--- src/rtl/m_stage_dbus_master.sv ---
// Memory-stage data-bus master: decodes M-stage load/store requests and runs a
// req/ack transaction with timeout, stalling the pipeline until completion.
module m_stage_dbus_master #(
  parameter int unsigned TIMEOUT = 255,
  parameter int unsigned CNT_W   = 8
) (
  input  logic        clk,
  input  logic        reset,
  input  logic        M_memse,
  input  logic        M_memre,
  input  logic [31:0] M_result,
  input  logic [31:0] M_rt,
  input  logic [1:0]  M_memsize,
  input  logic        M_ldsign,
  input  logic        bus_ack,
  input  logic [31:0] bus_rdata,
  output logic        bus_req,
  output logic        bus_we,
  output logic [31:0] bus_addr,
  output logic [3:0]  bus_byteen,
  output logic [31:0] bus_wdata,
  output logic        mem_stall,
  output logic [31:0] M_ldata,
  output logic        ld_valid,
  output logic        mem_exc,
  output logic        bus_err
);

  localparam logic [1:0] SZ_WORD = 2'd0;
  localparam logic [1:0] SZ_HALF = 2'd1;
  localparam logic [1:0] SZ_BYTE = 2'd2;

  typedef enum logic [1:0] {IDLE, REQ, DONE} state_t;

  state_t           state_q, state_d;
  logic [CNT_W-1:0] cnt_q, cnt_d;
  logic [1:0]       addr_lo_q, addr_lo_d;
  logic [1:0]       size_q, size_d;
  logic             sign_q, sign_d;
  logic             load_q, load_d;

  logic        bus_req_d, bus_we_d, ld_valid_d, mem_exc_d, bus_err_d;
  logic [31:0] bus_addr_d, bus_wdata_d, ldata_d;
  logic [3:0]  bus_byteen_d;

  logic        req_c, misal_c;
  logic [3:0]  byteen_c;
  logic [31:0] wdata_c, ext_c;
  logic [7:0]  lane_b_c;
  logic [15:0] lane_h_c;

  // Request decode; reserved size 3 behaves as a word access
  always_comb begin
    req_c    = M_memse | M_memre;
    misal_c  = 1'b0;
    byteen_c = 4'b1111;
    wdata_c  = M_rt;
    case (M_memsize)
      SZ_HALF: begin
        misal_c  = M_result[0];
        byteen_c = M_result[1] ? 4'b1100 : 4'b0011;
        wdata_c  = {2{M_rt[15:0]}};
      end
      SZ_BYTE: begin
        byteen_c = 4'(4'b0001 << M_result[1:0]);
        wdata_c  = {4{M_rt[7:0]}};
      end
      default: misal_c = (M_result[1:0] != 2'b00);
    endcase
  end

  // Load lane extraction and extension using the latched access attributes
  always_comb begin
    lane_b_c = bus_rdata[{addr_lo_q, 3'b000} +: 8];
    lane_h_c = addr_lo_q[1] ? bus_rdata[31:16] : bus_rdata[15:0];
    case (size_q)
      SZ_HALF: ext_c = {{16{sign_q & lane_h_c[15]}}, lane_h_c};
      SZ_BYTE: ext_c = {{24{sign_q & lane_b_c[7]}}, lane_b_c};
      default: ext_c = bus_rdata;
    endcase
  end

  always_comb begin
    state_d      = state_q;
    cnt_d        = cnt_q;
    addr_lo_d    = addr_lo_q;
    size_d       = size_q;
    sign_d       = sign_q;
    load_d       = load_q;
    bus_req_d    = bus_req;
    bus_we_d     = bus_we;
    bus_addr_d   = bus_addr;
    bus_byteen_d = bus_byteen;
    bus_wdata_d  = bus_wdata;
    ldata_d      = M_ldata;
    ld_valid_d   = 1'b0;
    mem_exc_d    = 1'b0;
    bus_err_d    = 1'b0;
    mem_stall    = 1'b0;
    case (state_q)
      IDLE: begin
        if (req_c) begin
          if (misal_c) begin
            mem_exc_d = 1'b1;
          end else begin
            mem_stall    = 1'b1;
            state_d      = REQ;
            addr_lo_d    = M_result[1:0];
            size_d       = M_memsize;
            sign_d       = M_ldsign;
            load_d       = ~M_memse;
            bus_req_d    = 1'b1;
            bus_we_d     = M_memse;
            bus_addr_d   = {M_result[31:2], 2'b00};
            bus_byteen_d = byteen_c;
            bus_wdata_d  = wdata_c;
          end
        end
      end
      REQ: begin
        mem_stall = 1'b1;
        cnt_d     = cnt_q + CNT_W'(1);
        if (bus_ack) begin
          bus_req_d = 1'b0;
          bus_we_d  = 1'b0;
          state_d   = DONE;
          if (load_q) begin
            ldata_d    = ext_c;
            ld_valid_d = 1'b1;
          end
        end else if (cnt_d == CNT_W'(TIMEOUT)) begin
          // Abort: the counter reaching TIMEOUT bounds the request to TIMEOUT cycles
          bus_req_d = 1'b0;
          bus_we_d  = 1'b0;
          bus_err_d = 1'b1;
          ldata_d   = 32'h0;
          state_d   = DONE;
        end
      end
      DONE: begin
        state_d = IDLE;
        cnt_d   = '0;
      end
      default: state_d = IDLE;
    endcase
  end

  always_ff @(posedge clk) begin
    if (reset) begin
      state_q    <= IDLE;
      cnt_q      <= '0;
      addr_lo_q  <= 2'b00;
      size_q     <= SZ_WORD;
      sign_q     <= 1'b0;
      load_q     <= 1'b0;
      bus_req    <= 1'b0;
      bus_we     <= 1'b0;
      bus_addr   <= 32'h0;
      bus_byteen <= 4'h0;
      bus_wdata  <= 32'h0;
      M_ldata    <= 32'h0;
      ld_valid   <= 1'b0;
      mem_exc    <= 1'b0;
      bus_err    <= 1'b0;
    end else begin
      state_q    <= state_d;
      cnt_q      <= cnt_d;
      addr_lo_q  <= addr_lo_d;
      size_q     <= size_d;
      sign_q     <= sign_d;
      load_q     <= load_d;
      bus_req    <= bus_req_d;
      bus_we     <= bus_we_d;
      bus_addr   <= bus_addr_d;
      bus_byteen <= bus_byteen_d;
      bus_wdata  <= bus_wdata_d;
      M_ldata    <= ldata_d;
      ld_valid   <= ld_valid_d;
      mem_exc    <= mem_exc_d;
      bus_err    <= bus_err_d;
    end
  end

endmodule

--- config.mk ---
export PLATFORM = sky130hd
export DESIGN_NAME = m_stage_dbus_master
export DESIGN_NICKNAME = d
export VERILOG_FILES = /design/src/rtl/m_stage_dbus_master.sv
export SDC_FILE = /design/constraint.sdc
export NUM_CORES = 1
export LEC_CHECK = 0
export BUFFER_PORTS_ARGS = -buffer_cell sky130_fd_sc_hd__buf_2
export CORE_MARGIN = 4
export CORE_UTILIZATION = 39
export DETAILED_ROUTE_END_ITERATION = 8
export PLACE_DENSITY = 0.68
export SKIP_CTS_REPAIR_TIMING = 1
export SLEW_MARGIN = 20
export SYNTH_ARGS = -nofsm -noshare
export SYNTH_HDL_FRONTEND = slang
export SYNTH_SLANG_ARGS = --single-unit
--- constraint.sdc ---
create_clock -name clk -period 3.4 [get_ports clk]
set_input_delay 0.68 -clock clk [delete_from_list [all_inputs] [get_ports clk]]
set_output_delay 0.68 -clock clk [all_outputs]
set_load 0.05 [all_outputs]
==> impl_metrics.toml, run 1 <==
[route]
wl_per_cell_um = 15.8
drt-vias-per-instance = 5.21
drtIter0Drc = 454
dr_total_vias = 5588
drc = 0
firstDrtPassIters = 4
wirelength_um = 17000
ant_nets = 0

[power]
ir_drop_v = 0.000373
p_leak_nw = 3.13
power_density_nw_per_um2 = 626

[yosys]
yosysSeqAreaShare = 0.431
ys_top_cells_by_area = "dfxtp_1 43%, a21oi_1 8.4%, nand2_1 7.4%, nor2_1 4.6%, nand2b_1 3.9%"
synth_edf_count = 0
synth_top_area_frac = 0.431
synth.distinct_cells = 50
yosysMostFrequentCell = "dfxtp_1"
ys_seq_elements = 119
yosys_most_used_dff = "dfxtp_1"
synth_area_per_cell_um2 = 7.90
ys_top_cells_by_count = "119 x dfxtp_1, 109 x nand2_1, 93 x a21oi_1, 67 x nor2_1, 40 x clkbuf_1"
synth_warnings = 0
synth_area_um2 = 5520
yosysTopAreaCell = "dfxtp_1"
async_flop_share = 0
synth_cells = 699

[clock_tree]
clock_latency_ns = 0.41
clkTransAtPathRegs_ns = 0.06
cts.sinks = 119
h-tree-depth = 4
cts_tree = "built"
clock-root-buffer = "clkbuf_16"
cts_made_buffers = 17
clock_path_buffers = 2

[setup_path]
r2r_start = "cnt_q[3]"
slowest_delay_ns = 0.32
rr_endpoint = "M_ldata[25]"
arrival_ns = 2.08
endpoint_kind = "output port"
ff2ff_path_depth = 7
crit_path_frequent_cell = "buf_2"
cp-start-kind = "input pin"
cp.required_ns = 2.72
crit_chain = "buf_2 > inv_1 > ha_1 > a21oi_1 > o22a_1 > nand2_2 > nand2b_1 > buf_2"
path_max_fanout = 3
slowest_stage = "ha_1"
crit_end = "mem_stall"
criticalPathCategory = "in2out"
r2r_slack_ns = 1.05
startpoint = "M_memsize[0]"

[cells_and_area]
layout-drive-gt1-share = 0.300
final_nets = 993
n_antenna_cell = 0
nFillCells = 1409
seq_area_um2 = 2380
area_growth_pct = 30.5
multi_input_area_um2 = 2830

[grt]
antenna_found_initial = 0
grt_pass1_vias = 5187
grt_pass1_wl_um = 26700
grt_max_degree = 110
overflow = 0
grtUsageTotal = 0.205

[floorplan]
io_pins = 210
fp-row-count = 43
die_h_um = 127
start_util = 0.398
die_width_um = 127
dieArea_um2 = 16100
core_um2 = 13900

[flow_run]
max_cap_violations = 0

[sta]
fin_crit_ns = 2.76
tightestPinTransition_ns = 0.834
timing.final.crit_share = 0.811
setup_viol = 0
maxSlewHeadroom = 0.444
final-max-slew-violation-count = 0
tns_ns = 0
max_freq_ghz = 0.363
hold-worst-slack_ns = 0.450
finClkSkew_ns = 0.00911
rsz0062_at_grt = "no"
setup_ws_ns = 0.643
final-hold-violation-count = 0

[hold_path]
min_path_type = "reg2reg"

[placed_design]
post-dp-hpwl_um = 12000
gp_congestion = 0.841
dp_slack_ns = 0.555
numPortBuffers = 207

[status]
status = "finished clean"
==> worst max-delay path: cells and delay by family <==
family | cells | cell delay, ns
adder cells (fa/ha/maj) | 1 | 0.32
buffers and inverters | 3 | 0.44
AND/OR/NAND/NOR | 2 | 0.17
AO/OA/AOI/OAI | 2 | 0.47
==> through the flow <==
stage               instance area (µm²)  cells  utilization  total power, mW
finish                             7210   1073        0.519             4.51
global route                       7210   1073        0.519             4.73
CTS                                7200   1073        0.519             4.55
detailed placement                 6640   1041        0.478             2.83
global placement                   6640   1041        0.478             2.82
floorplan                          5530    700            -             2.50
==> flip-flops by register name, summed over array words and instances, names as in the netlist <==
name        cells
M_ldata        32
addr_lo_q       2
bus_addr       30
bus_byteen      4
bus_err         1
bus_req         1
bus_wdata      32
bus_we          1
cnt_q           8
ld_valid        1
load_q          1
mem_exc         1
sign_q          1
size_q          2
state_q         2
==> layout make-up <==
type | instances | share of cell area
Timing Repair Buffer | 218 | 0.160
Sequential cell | 119 | 0.330
Clock buffer | 21 | 0.0653
Multi-Input combinational cell | 510 | 0.392
Inverter | 14 | 0.00729
Clock inverter | 11 | 0.0137
Tap cell | 180 | 0.0312
==> report_power, final <==
group          total (mW)  switching, mW  internal [mW]
Sequential           1.59         0.0726           1.52
Combinational        1.21          0.866          0.339
Clock                1.72          0.656           1.06
Total                4.51           1.60           2.92
==> logic make-up after synthesis <==
kind of cell,share of synthesized area
buf+inv,0.0578
mux,0.0261
simple gates,0.246
other cells,0.000679
flops,0.431
fa+ha+maj,0.0204
compound gates,0.217
==> cells in the final DEF, fill, tap and decap left out, types with 2 or more instances in the layout <==
cell	n
a221o_1	7
and3_2	3
inv_1	14
or4_1	2
buf_12	2
clkinv_4	2
mux2i_1	2
clkbuf_16	17
o2111ai_1	16
ha_1	9
clkinv_2	4
a21o_1	2
clkbuf_8	3
nor2b_1	18
o21ai_0	37
nor3b_1	10
nand2b_1	34
a211oi_1	13
nand2_1	108
a21oi_1	93
nand3_1	7
o211ai_1	7
o21ai_1	3
a221oi_1	8
mux2_2	9
nor2_1	67
buf_4	9
nor4_1	3
nor3_1	30
buf_2	206
conb_1	2
dfxtp_1	119
clkinvlp_4	3
==> routing by layer <==
| metal | GRT usage | wire [µm] | up-vias |
|---|---|---|---|
| li1 | - | - | 2793 |
| met1 | 0.255 | 7240 | 2557 |
| met2 | 0.323 | 7780 | 217 |
| met3 | 0.0857 | 1700 | 21 |
| met4 | 0.0669 | 272 | 0 |
| met5 | 0 | 0 | - |
==> worst min-delay path by stage <==
stage	start	to	slack, ns	depth (start not counted)
CTS	bus_addr[14]	bus_addr[14]	0.45	2
floorplan	cnt_q[7]	cnt_q[7]	0.44	2
finish	bus_addr[17]	bus_addr[17]	0.45	2
global route	bus_addr[31]	bus_addr[31]	0.47	2
global placement	bus_byteen[3]	bus_byteen[3]	0.44	2
detailed placement	bus_addr[14]	bus_addr[14]	0.44	2
Power figures use the tool's default switching activity.
==> run 2: changes to the inputs <==
==> constraint.sdc (replaced) <==
create_clock -name clk -period 2.8 [get_ports clk]
set_input_delay 0.56 -clock clk [delete_from_list [all_inputs] [get_ports clk]]
set_output_delay 0.56 -clock clk [all_outputs]
set_load 0.05 [all_outputs]
==> run 2 against run 1 <==
  * Global-route usage grew 0.15 points
  * Die area is the same
  * Design area grew 0.78%
  * Utilization grew 0.41 points
  * First-iteration DRC count shrank 30%
  * Combinational power grew 22%
  * Critical path depth is the same
  * Worst hold slack lost 0.068 ns
  * Clock power grew 23%
  * Sequential power grew 21%
  * Non-clock buffer count grew 7
  * Register-to-register slack lost 0.62 ns
==> impl_metrics.toml, run 2 (synthesis gave the netlist of run 1 again) <==
[hold_path]
min_delay_path_depth = 3
min_path_type = "in2reg"

[grt]
grt_pass1_vias = 5423
grtUsageTotal = 0.207
grt_pass1_wl_um = 27000
grt_max_degree = 110
overflow = 0
antenna_found_initial = 0

[placed_design]
numPortBuffers = 207
post-dp-hpwl_um = 12100
dp_slack_ns = 0.119
gp_congestion = 0.821
place_inst = 1048

[clock_tree]
cts.sinks = 119
clock-root-buffer = "clkbuf_16"
clkTransAtPathRegs_ns = 0.05
clock_path_buffers = 2
cts_tree = "built"
h-tree-depth = 4
cts_made_buffers = 17
clock_latency_ns = 0.41

[cells_and_area]
final_nets = 1000
reg_top3 = "M_ldata x32, bus_wdata x32, bus_addr x30"
layout-drive-gt1-share = 0.301
layout_common_cells = "206 x buf_2, 119 x dfxtp_1, 108 x nand2_1"
n_antenna_cell = 0
instances_no_fill = 1079
final_common_cell = "buf_2"
area_growth_pct = 31.5

[power]
ir_drop_v = 0.000513
power_density_nw_per_um2 = 761
p_leak_nw = 3.16
p_total_mw = 5.53

[sta]
hold-worst-slack_ns = 0.382
rsz0062_at_grt = "no"
final-hold-violation-count = 0
fin_crit_ns = 2.42
timing.final.crit_share = 0.866
tns_ns = 0
final-max-slew-violation-count = 0
setup_viol = 0
setup_ws_ns = 0.376
maxSlewHeadroom = 0.503
tightestPinTransition_ns = 0.744
max_freq_ghz = 0.413
finClkSkew_ns = 0.00898

[route]
wirelength_um = 16900
ant_nets = 0
firstDrtPassIters = 5
drc = 0
dr_total_vias = 5608
wl_per_cell_um = 15.6
drtIter0Drc = 320
drt-vias-per-instance = 5.20

[setup_path]
arrival_ns = 1.86
criticalPathCategory = "in2out"
endpoint_kind = "output port"
cp.required_ns = 2.24
cp-start-kind = "input pin"
ff2ff_path_depth = 7
path_max_fanout = 3

[floorplan]
core_um2 = 13900
die_width_um = 127
start_util = 0.398
die_h_um = 127
dieArea_um2 = 16100
io_pins = 210
fp-row-count = 43

[status]
status = "finished clean"

[flow_run]
max_cap_violations = 0
[run 2: changes by cell type in the layout (fill, tap and decap cells not counted), sizes merged]
cell / delta
buf: +7
bufinv: +1
clkbuf: +3
clkinv: -5
clkinvlp: +1
inv: -1
[run 2: per-stage QoR]
step / utilization / instance area, µm²
after CTS: 0.523 / 7260
after floorplan: - / 5530
after detailed placement: 0.482 / 6690
after global placement: 0.482 / 6690
after global routing: 0.523 / 7260
final: 0.523 / 7260
[run 2: final timing paths]
path	startpoint	slack (ns)	end
min reg2reg	bus_addr[14]	0.45	bus_addr[14]
min	M_result[12]	0.38	bus_addr[12]
max reg2reg	cnt_q[3]	0.43	M_ldata[21]
max	M_memsize[0]	0.38	mem_stall
[run 2: area by class of cell]
cell class,instances,area (µm²)
tap,180,225
multi-input combinational,510,2830
clock inverter,7,95.1
sequential,119,2380
clock buffer,24,482
timing repair buffer,225,1200
inverter,14,52.6
fill,1398,6620
[run 2: power by group]
group / internal, mW / switching [mW] / total [mW]
combinational: 0.423 / 1.06 / 1.48
clock: 1.37 / 0.745 / 2.12
sequential: 1.85 / 0.0854 / 1.93
[run 2: critical path, cell delays in order]
cell      delay (ns)
buf_2           0.12
inv_1           0.05
ha_1            0.32
a21oi_1         0.19
o22a_1          0.19
nand2_2         0.07
nand2b_1        0.10
buf_2           0.27
[run 2: layer usage]
| layer | GRT usage | part of all wire | up-vias |
|---|---|---|---|
| li1 | - | - | 2805 |
| met5 | 0 | 0 | - |
| met4 | 0.0637 | 0.011 | 0 |
| met2 | 0.329 | 0.46 | 219 |
| met1 | 0.258 | 0.43 | 2568 |
| met3 | 0.0832 | 0.098 | 16 |
==> run 3: changes to the inputs <==
--- a/config.mk
+++ b/config.mk
@@ -9,7 +9,7 @@
 export CORE_MARGIN = 4
 export CORE_UTILIZATION = 39
 export DETAILED_ROUTE_END_ITERATION = 8
-export PLACE_DENSITY = 0.68
+export PLACE_DENSITY = 0.7
 export SKIP_CTS_REPAIR_TIMING = 1
 export SLEW_MARGIN = 20
 export SYNTH_ARGS = -nofsm -noshare
==> constraint.sdc (replaced) <==
create_clock -name clk -period 2.1 [get_ports clk]
set_input_delay 0.42 -clock clk [delete_from_list [all_inputs] [get_ports clk]]
set_output_delay 0.42 -clock clk [all_outputs]
set_load 0.05 [all_outputs]
==> run 3 against run 2 <==
  * Setup slack worse by 0.29 ns
  * Via count is 2.7% higher
  * First-iteration DRC count is 34% higher
  * Sequential power is 33% higher
  * Critical path depth stayed put
  * Utilization is 2.5 points higher
  * Die area stayed put
  * Final cell count is 2.7% higher
  * Global-route usage is 0.17 points higher
  * Largest power group unchanged
  * Worst hold slack worse by 0.14 ns
==> impl_metrics.toml, run 3 (synthesis gave the netlist of run 1 again) <==
[placed_design]
dpl_cell_area_um2 = 6940
numPortBuffers = 207
place_inst = 1074
post-dp-hpwl_um = 12500
gp_congestion = 0.836
dp_slack_ns = -0.0855

[sta]
setup_viol = 0
tns_ns = 0
hold-worst-slack_ns = 0.245
fin_crit_ns = 2.02
maxSlewHeadroom = 0.477
max_freq_ghz = 0.496
rsz0062_at_grt = "no"
tightestPinTransition_ns = 0.784
final-max-slew-violation-count = 0
final-hold-violation-count = 0
setup_ws_ns = 0.0823
timing.final.crit_share = 0.961
finClkSkew_ns = 0.00725

[status]
status = "finished clean"

[setup_path]
arrival_ns = 2.35
cp-start-kind = "flip-flop"
cp.required_ns = 2.43
criticalPathCategory = "reg2reg"
path_max_fanout = 10
endpoint_kind = "flip-flop"

[route]
drt-vias-per-instance = 5.20
wl_per_cell_um = 15.5
drc = 0
ant_nets = 0
dr_total_vias = 5757
firstDrtPassIters = 5
wirelength_um = 17200
drtIter0Drc = 428

[cells_and_area]
instances_no_fill = 1108
n_antenna_cell = 0
layout-drive-gt1-share = 0.334
final_nets = 1028
finish.instance_area_um2 = 7610
final_common_cell = "buf_2"
fin_util = 0.548
layout_common_cells = "205 x buf_2, 118 x dfxtp_1, 108 x nand2_1"
reg_top3 = "M_ldata x32, bus_wdata x32, bus_addr x30"
area_growth_pct = 37.7

[grt]
antenna_found_initial = 0
grtUsageTotal = 0.208
grt_pass1_vias = 5412
grt_pass1_wl_um = 27100
overflow = 0
grt_max_degree = 60

[hold_path]
min_path_type = "in2reg"

[clock_tree]
cts_tree = "built"
clock_latency_ns = 0.41
clkTransAtPathRegs_ns = 0.06
clock_path_buffers = 2
cts_made_buffers = 17
h-tree-depth = 4
clock-root-buffer = "clkbuf_16"
cts.sinks = 119

[power]
p_leak_nw = 3.33
p_total_mw = 7.55
ir_drop_v = 0.000776
power_density_nw_per_um2 = 993

[floorplan]
die_width_um = 127
dieArea_um2 = 16100
start_util = 0.398
io_pins = 210
fp-row-count = 43
core_um2 = 13900
die_h_um = 127

[flow_run]
max_cap_violations = 0
## run 3: changes by cell type in the layout (fill, tap and decap cells not counted), sizes merged
cell	delta
buf	+27
clkbuf	-1
clkinv	+1
clkinvlp	+1
inv	+1
## run 3: cell type report
class	count	area, µm²
fillers	1364	6270
multi-input cells	510	2870
flip-flops and latches	119	2380
repair buffers	253	1480
clock buffers	22	474
well taps	180	225
clock inverters	10	120
inverters	14	52.6
## run 3: final timing paths
check             cells past startpoint  slack (ns)           end          from
hold reg to reg                       2        0.45   bus_addr[6]   bus_addr[6]
hold / removal                        3        0.24  bus_addr[22]  M_result[22]
setup reg to reg                      8        0.08    M_ldata[9]      cnt_q[4]
setup / recovery                      8        0.08    M_ldata[9]      cnt_q[4]
## run 3: critical path, stage by stage, from the launching register on
cell	delay, ns
dfxtp_1	0.33
nand3_1	0.11
or4_1	0.50
and3_4	0.21
o31ai_4	0.23
buf_4	0.17
clkbuf_16	0.14
o2111ai_1	0.14
o21ai_0	0.10
## run 3: power breakdown
group          internal (mW)  total [mW]  switching [mW]
combinational          0.667        2.11            1.44
clock                   1.84        2.88            1.03
sequential              2.46        2.57           0.109
total                   4.97        7.55            2.58
## run 3: per-layer routing
layer	track usage	vias to the layer above	wire length [µm]
met5	0	-	0
li1	-	2870	-
met2	0.333	228	8080
met4	0.0770	0	307
met3	0.0744	26	1630
met1	0.259	2633	7190
